[src/rtl/sync_raster_counter_pkg.sv]
// Shared constants and types for the sync-driven raster counter.
package sync_raster_pkg;

  // Axis behaviour when the terminal count is reached.
  localparam logic MODE_ONESHOT = 1'b0;
  localparam logic MODE_WRAP    = 1'b1;

  // Per-cycle action chosen for one axis.
  typedef enum logic [2:0] {
    AXIS_HOLD  = 3'd0,  // no change this cycle
    AXIS_CLEAR = 3'd1,  // restart: count and done return to 0
    AXIS_STEP  = 3'd2,  // count below limit: advance by one
    AXIS_WRAP  = 3'd3,  // at/over limit in wrap mode: back to 0, pulse wrap
    AXIS_STOP  = 3'd4   // at/over limit in one-shot mode: freeze, set done
  } axis_action_e;

endpackage

[src/rtl/sync_raster_counter_axis.sv]
// One raster axis: bounded counter with restart, one-shot stop or wrap.
module axis_counter
  import sync_raster_pkg::*;
#(
  parameter int WIDTH = 8
) (
  input  logic             clk,
  input  logic             rst_n,
  input  logic             clr,
  input  logic             inc,
  input  logic [WIDTH-1:0] limit,
  input  logic             wrap_mode,
  output logic [WIDTH-1:0] cnt,
  output logic             done,
  output logic             wrap
);

  logic [WIDTH-1:0] cnt_q, cnt_d;
  logic             done_q, done_d;
  logic             wrap_q, wrap_d;
  axis_action_e     action_s;

  // Select this cycle's action; restart beats counting, and a stopped axis ignores inc.
  always_comb begin
    action_s = AXIS_HOLD;
    if (clr) begin
      action_s = AXIS_CLEAR;
    end else if (inc && !done_q) begin
      // Live >= compare so a limit lowered below the count still terminates.
      if (cnt_q >= limit) begin
        if (wrap_mode == MODE_WRAP) begin
          action_s = AXIS_WRAP;
        end else begin
          action_s = AXIS_STOP;
        end
      end else begin
        action_s = AXIS_STEP;
      end
    end else begin
      action_s = AXIS_HOLD;
    end
  end

  // Turn the selected action into next-state values; wrap is a single-cycle pulse.
  always_comb begin
    cnt_d  = cnt_q;
    done_d = done_q;
    wrap_d = 1'b0;
    case (action_s)
      AXIS_CLEAR: begin
        cnt_d  = {WIDTH{1'b0}};
        done_d = 1'b0;
      end
      AXIS_STEP: begin
        cnt_d = cnt_q + WIDTH'(1);
      end
      AXIS_WRAP: begin
        cnt_d  = {WIDTH{1'b0}};
        wrap_d = 1'b1;
      end
      AXIS_STOP: begin
        done_d = 1'b1;
      end
      AXIS_HOLD: begin
        cnt_d = cnt_q;
      end
      default: begin
        cnt_d  = {WIDTH{1'b0}};
        done_d = 1'b0;
        wrap_d = 1'b0;
      end
    endcase
  end

  // Axis state registers with asynchronous clear.
  always_ff @(posedge clk or negedge rst_n) begin
    if (!rst_n) begin
      cnt_q  <= {WIDTH{1'b0}};
      done_q <= 1'b0;
      wrap_q <= 1'b0;
    end else begin
      cnt_q  <= cnt_d;
      done_q <= done_d;
      wrap_q <= wrap_d;
    end
  end

  assign cnt  = cnt_q;
  assign done = done_q;
  assign wrap = wrap_q;

endmodule

[src/rtl/sync_raster_counter.sv]
// Raster position counter: pixel axis restarted by HSYNC, line axis advanced
// by HSYNC and restarted by VSYNC. All outputs come straight from registers.
module sync_raster_counter
  import sync_raster_pkg::*;
#(
  parameter int XW = 8,
  parameter int YW = 8
) (
  input  logic          clk,
  input  logic          rst_n,
  input  logic          hsync,
  input  logic          vsync,
  input  logic          en,
  input  logic          wrap_mode,
  input  logic [XW-1:0] x_limit,
  input  logic [YW-1:0] y_limit,
  output logic [XW-1:0] x_cnt,
  output logic [YW-1:0] y_cnt,
  output logic          x_done,
  output logic          y_done,
  output logic          x_wrap,
  output logic          y_wrap
);

  logic hsync_q;
  logic vsync_q;
  logic hsync_rise_s;
  logic vsync_rise_s;
  logic x_clr_s;
  logic x_inc_s;
  logic y_clr_s;
  logic y_inc_s;

  // Previous sync levels, so a held level yields exactly one restart.
  always_ff @(posedge clk or negedge rst_n) begin
    if (!rst_n) begin
      hsync_q <= 1'b0;
      vsync_q <= 1'b0;
    end else begin
      hsync_q <= hsync;
      vsync_q <= vsync;
    end
  end

  assign hsync_rise_s = hsync & ~hsync_q;
  assign vsync_rise_s = vsync & ~vsync_q;

  // A frame start restarts both axes; a line start restarts only the pixel
  // axis and steps the line axis, unless it coincides with a frame start.
  assign x_clr_s = vsync_rise_s | hsync_rise_s;
  assign x_inc_s = en;
  assign y_clr_s = vsync_rise_s;
  assign y_inc_s = hsync_rise_s & ~vsync_rise_s;

  axis_counter #(
    .WIDTH (XW)
  ) u_x_axis (
    .clk       (clk),
    .rst_n     (rst_n),
    .clr       (x_clr_s),
    .inc       (x_inc_s),
    .limit     (x_limit),
    .wrap_mode (wrap_mode),
    .cnt       (x_cnt),
    .done      (x_done),
    .wrap      (x_wrap)
  );

  axis_counter #(
    .WIDTH (YW)
  ) u_y_axis (
    .clk       (clk),
    .rst_n     (rst_n),
    .clr       (y_clr_s),
    .inc       (y_inc_s),
    .limit     (y_limit),
    .wrap_mode (wrap_mode),
    .cnt       (y_cnt),
    .done      (y_done),
    .wrap      (y_wrap)
  );

endmodule
[config.mk]
export PLATFORM = sky130hd
export DESIGN_NAME = sync_raster_counter
export DESIGN_NICKNAME = d
export VERILOG_FILES = /design/src/rtl/sync_raster_counter_pkg.sv /design/src/rtl/sync_raster_counter_axis.sv /design/src/rtl/sync_raster_counter.sv
export SDC_FILE = /design/constraint.sdc
export NUM_CORES = 1
export LEC_CHECK = 0
export CELL_PAD_IN_SITES_DETAIL_PLACEMENT = 1
export CELL_PAD_IN_SITES_GLOBAL_PLACEMENT = 1
export CORE_ASPECT_RATIO = 0.5
export CORE_MARGIN = 2
export CORE_UTILIZATION = 38
export DETAILED_ROUTE_END_ITERATION = 10
export GPL_ROUTABILITY_DRIVEN = 0
export PLACE_DENSITY_LB_ADDON = 0.1
export SLEW_MARGIN = 20
export SYNTH_ARGS = -nofsm -noshare
export SYNTH_HDL_FRONTEND = slang
export SYNTH_SLANG_ARGS = --single-unit
[constraint.sdc]
create_clock -name clk -period 3.9 [get_ports clk]
set_input_delay 1.17 -clock clk [delete_from_list [all_inputs] [get_ports clk]]
set_output_delay 1.17 -clock clk [all_outputs]
set_load 0.01 [all_outputs]
==> results.sh, run 1 <==
export IMPL_clkLatencyLatePin_ns=0.27
export IMPL_drive_above_1_share=0.0516
export IMPL_wl_per_cell_um=15.2
export IMPL_syn_area_um2=1510
export IMPL_fp_coreArea_um2=3860
export IMPL_holdBufCountCts=0
export IMPL_drt_iter0_drc=20
export IMPL_overflow=0
export IMPL_r2r_slack_ns=1.38
export IMPL_final_util=0.529
export IMPL_holdPathEnd="u_x_axis.done"
export IMPL_crit_arrival_ns=3.52
export IMPL_netlist_top_cells_area="dfrtp_1, ha_1, a21oi_1, inv_1, nor2_1"
export IMPL_hold_depth=2
export IMPL_synthTopCellsByCount="dfrtp_1, inv_1, ha_1"
export IMPL_min_period_ns=3.32
export IMPL_cts_inserted_buffers=3
export IMPL_grt_max_degree=23
export IMPL_worst_pin_slew_ns=0.819
export IMPL_clkTransAtPathRegs_ns=0.09
export IMPL_fin_crit_sh=0.851
export IMPL_final_antenna_net_count=0
export IMPL_reg2reg_to="u_y_axis.cnt[7]"
export IMPL_rows=16
export IMPL_die_w_um=93.1
export IMPL_status="complete, no violations"
export IMPL_antenna_found_initial=0
export IMPL_diodes=0
export IMPL_startpoint_type="input port"
export IMPL_grtUsageMet1=0.240
export IMPL_syn_num_nets=210
export IMPL_top_usage_layer="met2"
export IMPL_globalRouteMet2Util=0.362
export IMPL_hold_start="u_x_axis.done"
export IMPL_drcViolationCount=0
export IMPL_synthCells=170
export IMPL_synth_distinct_cells=39
export IMPL_port_buffers=41
export IMPL_crit_required_ns=4.10
export IMPL_hp_class="reg2reg"
export IMPL_grt_pass1_vias=1515
export IMPL_p_leak_nw=0.947
export IMPL_cts_setup_buffers=0
export IMPL_ys_warnings_count=0
export IMPL_synthFlopType="dfrtp_1"
export IMPL_rsz0062_at_grt="no"
export IMPL_initial_core_util=0.391
export IMPL_grt_met3_usage=0.0514
export IMPL_async_reset_ff_frac=1.00
export IMPL_reg2reg_from="u_y_axis.cnt[0]"
export IMPL_vdd_drop_max_uv=165
export IMPL_cts_sinks=22
export IMPL_synth_edf_count=0
export IMPL_clock_fmax_ghz=0.301
export IMPL_synth_top_area_share=0.365
export IMPL_firstDrtPassIters=4
export IMPL_cts_htree_levels=1
export IMPL_grt_pass1_wl_um=7070
export IMPL_endpoint_kind="flip-flop"
export IMPL_reg2regPathDepth=8
export IMPL_setup_tns_final_ns=0
export IMPL_viasPerCell=5.34
export IMPL_area_growth_pct=35.5
export IMPL_setup_viol=0
export IMPL_path_class="in2reg"
export IMPL_yosysMostFrequentCell="dfrtp_1"
export IMPL_post_cts_resized=0
export IMPL_wl_um=4050
export IMPL_slew_viol_final=0
export IMPL_die_h_um=48.6
export IMPL_num_fill_cells=455
export IMPL_cts_root_buf="clkbuf_8"
export IMPL_max_cap_viol_count=0
export IMPL_cts_tree="done"
export IMPL_dr_total_vias=1426
export IMPL_clockBufferDepth=2
export IMPL_ys_seq_elements=22
export IMPL_avgSynthCellArea_um2=8.88
export IMPL_fin_nets=254
export IMPL_finClkSkew_ns=0.00524
export IMPL_io_pins=42
export IMPL_yosys_area_top_type="dfrtp_1"
export IMPL_power_density_nw_per_um2=286
export IMPL_relSlewSlack=0.446
export IMPL_grtUsageTotal=0.199
export IMPL_fp_dieArea_um2=4520
export IMPL_place_hpwl_um=3060
export IMPL_yosysSeqAreaShare=0.365
export IMPL_cp_max_fo=8
export IMPL_hold_violations=0
final cells by class:
cell class / count / area, um2 / area share
tap: 54 / 67.6 / 0.0330
clock buffer: 3 / 41.3 / 0.0202
clock inverter: 1 / 30.0 / 0.0147
inverter: 19 / 71.3 / 0.0349
multi-input combinational: 127 / 878 / 0.430
sequential: 22 / 551 / 0.269
timing repair buffer: 41 / 405 / 0.198
per-layer routing:
layer	part of all wire	vias to the layer above
met5	0	-
met4	0.0067	0
met1	0.45	694
li1	-	696
met3	0.048	5
met2	0.49	31
report_power, final:
part	switching, mW	internal [mW]	leakage [nW]
combinational	0.0558	0.0592	0.612
sequential	0.0152	0.236	0.299
clock	0.0804	0.137	0.0357
through the flow:
step | setup WS, ns | total power, mW | std cells | hold slack (ns) | area, um2
finish | 0.580 | 0.584 | 267 | 0.556 | 2040
global route | 0.449 | 0.619 | 267 | 0.616 | 2040
CTS | 0.577 | 0.591 | 267 | 0.570 | 2050
detailed placement | 0.319 | 0.371 | 263 | 0.544 | 1980
global placement | 0.387 | 0.369 | 263 | 0.510 | 1980
floorplan | 0.938 | 0.313 | 170 | 0.492 | 1510
cells by family (layout without fill, tap and decap cells):
family | after synthesis | after routing | synth area share
xor+xnor | 6 | 6 | 0.0348
compound gates | 43 | 43 | 0.188
flops | 22 | 22 | 0.365
mux | 1 | 1 | 0.00663
buf+inv | 21 | 64 | 0.0531
simple gates | 59 | 59 | 0.203
fa+ha+maj | 18 | 18 | 0.149
placed cells by master, fill, tap and decap left out, types with 3 or more instances in the layout:
cell type / n
o21ai_0: 5
clkdlybuf4s50_1: 40
nand2b_1: 3
o31ai_1: 3
or4_1: 3
nand2_1: 11
nand4_1: 7
nor2b_1: 3
nand3_1: 5
inv_1: 19
clkbuf_8: 3
a21oi_1: 17
dfrtp_1: 22
nor2_1: 17
ha_1: 18
xnor2_1: 6
how the worst max path moves through the flow:
stage / depth (start not counted) / end / from
after floorplan: 7 / u_y_axis.cnt[7] / y_limit[0]
after global routing: 9 / u_y_axis.cnt[7] / y_limit[7]
after global placement: 9 / u_y_axis.cnt[7] / y_limit[7]
final: 9 / u_y_axis.cnt[7] / y_limit[5]
after CTS: 9 / u_y_axis.cnt[7] / y_limit[5]
after detailed placement: 9 / u_y_axis.cnt[7] / y_limit[5]
flip-flops by register name, summed over array words and instances, names as in the netlist:
register and count:
u_x_axis.done 1, u_x_axis.wrap 1, hsync_q 1, u_y_axis.wrap 1
u_x_axis.cnt 8, vsync_q 1, u_y_axis.done 1, u_y_axis.cnt 8
critical path, cell delays in order:
cell and delay [ns]:
clkdlybuf4s50_1 0.46, inv_1 0.04, ha_1 0.29, a21oi_1 0.17, o21ai_1 0.12, nor2b_1 0.18, a211o_1 0.39, or4_1 0.55
a21oi_1 0.15
Note: power is estimated with default switching activity, not from simulation.
==> inputs of run 2 (changes only) <==
- CTS_CLUSTER_SIZE: not set -> 25
- SLEW_MARGIN: 20 -> not set
==> run 2 against run 1 <==
Global-route usage stayed put. Register-to-register slack hardly changed. Clock power hardly changed. Largest power group unchanged. Wire length barely moved. Design area increased by 0.25%. Critical path depth did not move. Die area unchanged. Via count is the same. Flip-flop and latch count unchanged.
==> results.sh, run 2 (same netlist as run 1, synthesis figures left out) <==
export IMPL_port_buffers=41
export IMPL_drcViolationCount=0
export IMPL_setup_viol=0
export IMPL_cp_common_cell="a21oi_1"
export IMPL_cts_htree_levels=1
export IMPL_post_cts_resized=0
export IMPL_status="complete, no violations"
export IMPL_grt_pass1_wl_um=7070
export IMPL_io_pins=42
export IMPL_critical_path_slowest_cell="or4_1"
export IMPL_die_w_um=93.1
export IMPL_drt_iter0_drc=20
export IMPL_cts_root_buf="clkbuf_8"
export IMPL_fin_crit_sh=0.851
export IMPL_place_worst_setup_slack_ns=0.319
export IMPL_clkLatencyLatePin_ns=0.27
export IMPL_viasPerCell=5.34
export IMPL_setup_tns_final_ns=0
export IMPL_grtUsageTotal=0.199
export IMPL_multiInputGateArea_um2=878
export IMPL_clockBufferDepth=2
export IMPL_diodes=0
export IMPL_endpoint_kind="flip-flop"
export IMPL_hp_class="reg2reg"
export IMPL_wl_um=4060
export IMPL_final_common_cell="clkdlybuf4s50_1"
export IMPL_fin_nets=254
export IMPL_dr_total_vias=1426
export IMPL_drive_above_1_share=0.0469
export IMPL_fp_coreArea_um2=3860
export IMPL_final_util=0.530
export IMPL_antenna_found_initial=0
export IMPL_cts_sinks=22
export IMPL_num_fill_cells=455
export IMPL_cts_inserted_buffers=3
export IMPL_worst_pin_slew_ns=1.02
export IMPL_grt_max_degree=23
export IMPL_path_cells="clkdlybuf4s50_1, inv_1, ha_1, a21oi_1, o21ai_1, nor2b_1, a211o_1, or4_1, a21oi_1"
export IMPL_cts_setup_buffers=0
export IMPL_relSlewSlack=0.318
export IMPL_slew_viol_final=0
export IMPL_fp_dieArea_um2=4520
export IMPL_area_growth_pct=35.8
export IMPL_cp_max_fo=8
export IMPL_place_hpwl_um=3060
export IMPL_cts_tree="done"
export IMPL_path_class="in2reg"
export IMPL_startpoint_type="input port"
export IMPL_p_leak_nw=0.947
export IMPL_rows=16
export IMPL_fin_total_pwr_mw=0.585
export IMPL_max_cap_viol_count=0
export IMPL_grt_pass1_vias=1515
export IMPL_power_density_nw_per_um2=285
export IMPL_clkTransAtPathRegs_ns=0.09
export IMPL_crit_required_ns=4.10
export IMPL_vdd_drop_max_uv=165
export IMPL_wl_per_cell_um=15.2
export IMPL_final_setup_worst_slack_ns=0.580
export IMPL_crit_arrival_ns=3.52
export IMPL_initial_core_util=0.391
export IMPL_firstDrtPassIters=4
export IMPL_clock_fmax_ghz=0.301
export IMPL_hold_violations=0
export IMPL_finClkSkew_ns=0.00524
export IMPL_slowest_delay_ns=0.55
export IMPL_holdBufCountCts=0
export IMPL_regArea_um2=551
export IMPL_min_period_ns=3.32
export IMPL_die_h_um=48.6
export IMPL_final_antenna_net_count=0
export IMPL_overflow=0
export IMPL_rsz0062_at_grt="no"
export IMPL_final_cell_mix="clkdlybuf4s50_1, dfrtp_1, inv_1"
-- run 2: changes by cell type in the layout (fill, tap and decap cells not counted), sizes merged --
cell	previous run	this run
buf	1	0
clkdlybuf4s50	40	41
-- run 2: metrics by stage --
stage | instances | hold WS, ns | cell area [um2]
floorplan | 170 | 0.492 | 1510
detailed placement | 263 | 0.544 | 1980
finish | 267 | 0.556 | 2050
CTS | 267 | 0.570 | 2050
global route | 267 | 0.616 | 2050
global placement | 263 | 0.510 | 1980
-- run 2: layer usage --
metal,track usage,wire length (um)
met1,0.240,1850
met4,0.0368,27
met3,0.0514,194
met2,0.362,1990
met5,0,0
-- run 2: final timing paths --
path / start / endpoint / slack [ns] / cells after the start
min in group asynchronous: rst_n / u_x_axis.cnt[7] / 1.45 / 1
hold / removal: u_x_axis.done / u_x_axis.done / 0.56 / 2
max in group asynchronous: rst_n / u_y_axis.cnt[2] / 1.83 / 1
setup / recovery: y_limit[5] / u_y_axis.cnt[7] / 0.58 / 9
setup reg to reg: u_y_axis.cnt[0] / u_y_axis.cnt[7] / 1.38 / 8
hold reg to reg: u_x_axis.done / u_x_axis.done / 0.56 / 2
-- run 2: power breakdown --
part           internal [mW]  total (mW)  switching, mW
Clock                  0.137       0.218         0.0804
Combinational         0.0597       0.116         0.0558
Sequential             0.236       0.251         0.0152
Total                  0.433       0.585          0.151
-- run 2: critical path: cells and delay by family --
kind	cells	cell delay, ns
and+or+nand+nor	2	0.73
AOI/OAI and AO/OA	4	0.83
adders and majority gates	1	0.29
buffers and inverters	2	0.50
-- run 2: area by class of cell --
type / instances / share of cell area
clock buffer: 3 / 0.0201
clock inverter: 1 / 0.0147
inverter: 19 / 0.0348
multi-input combinational: 127 / 0.429
sequential: 22 / 0.269
tap: 54 / 0.0330
timing repair buffer: 41 / 0.200
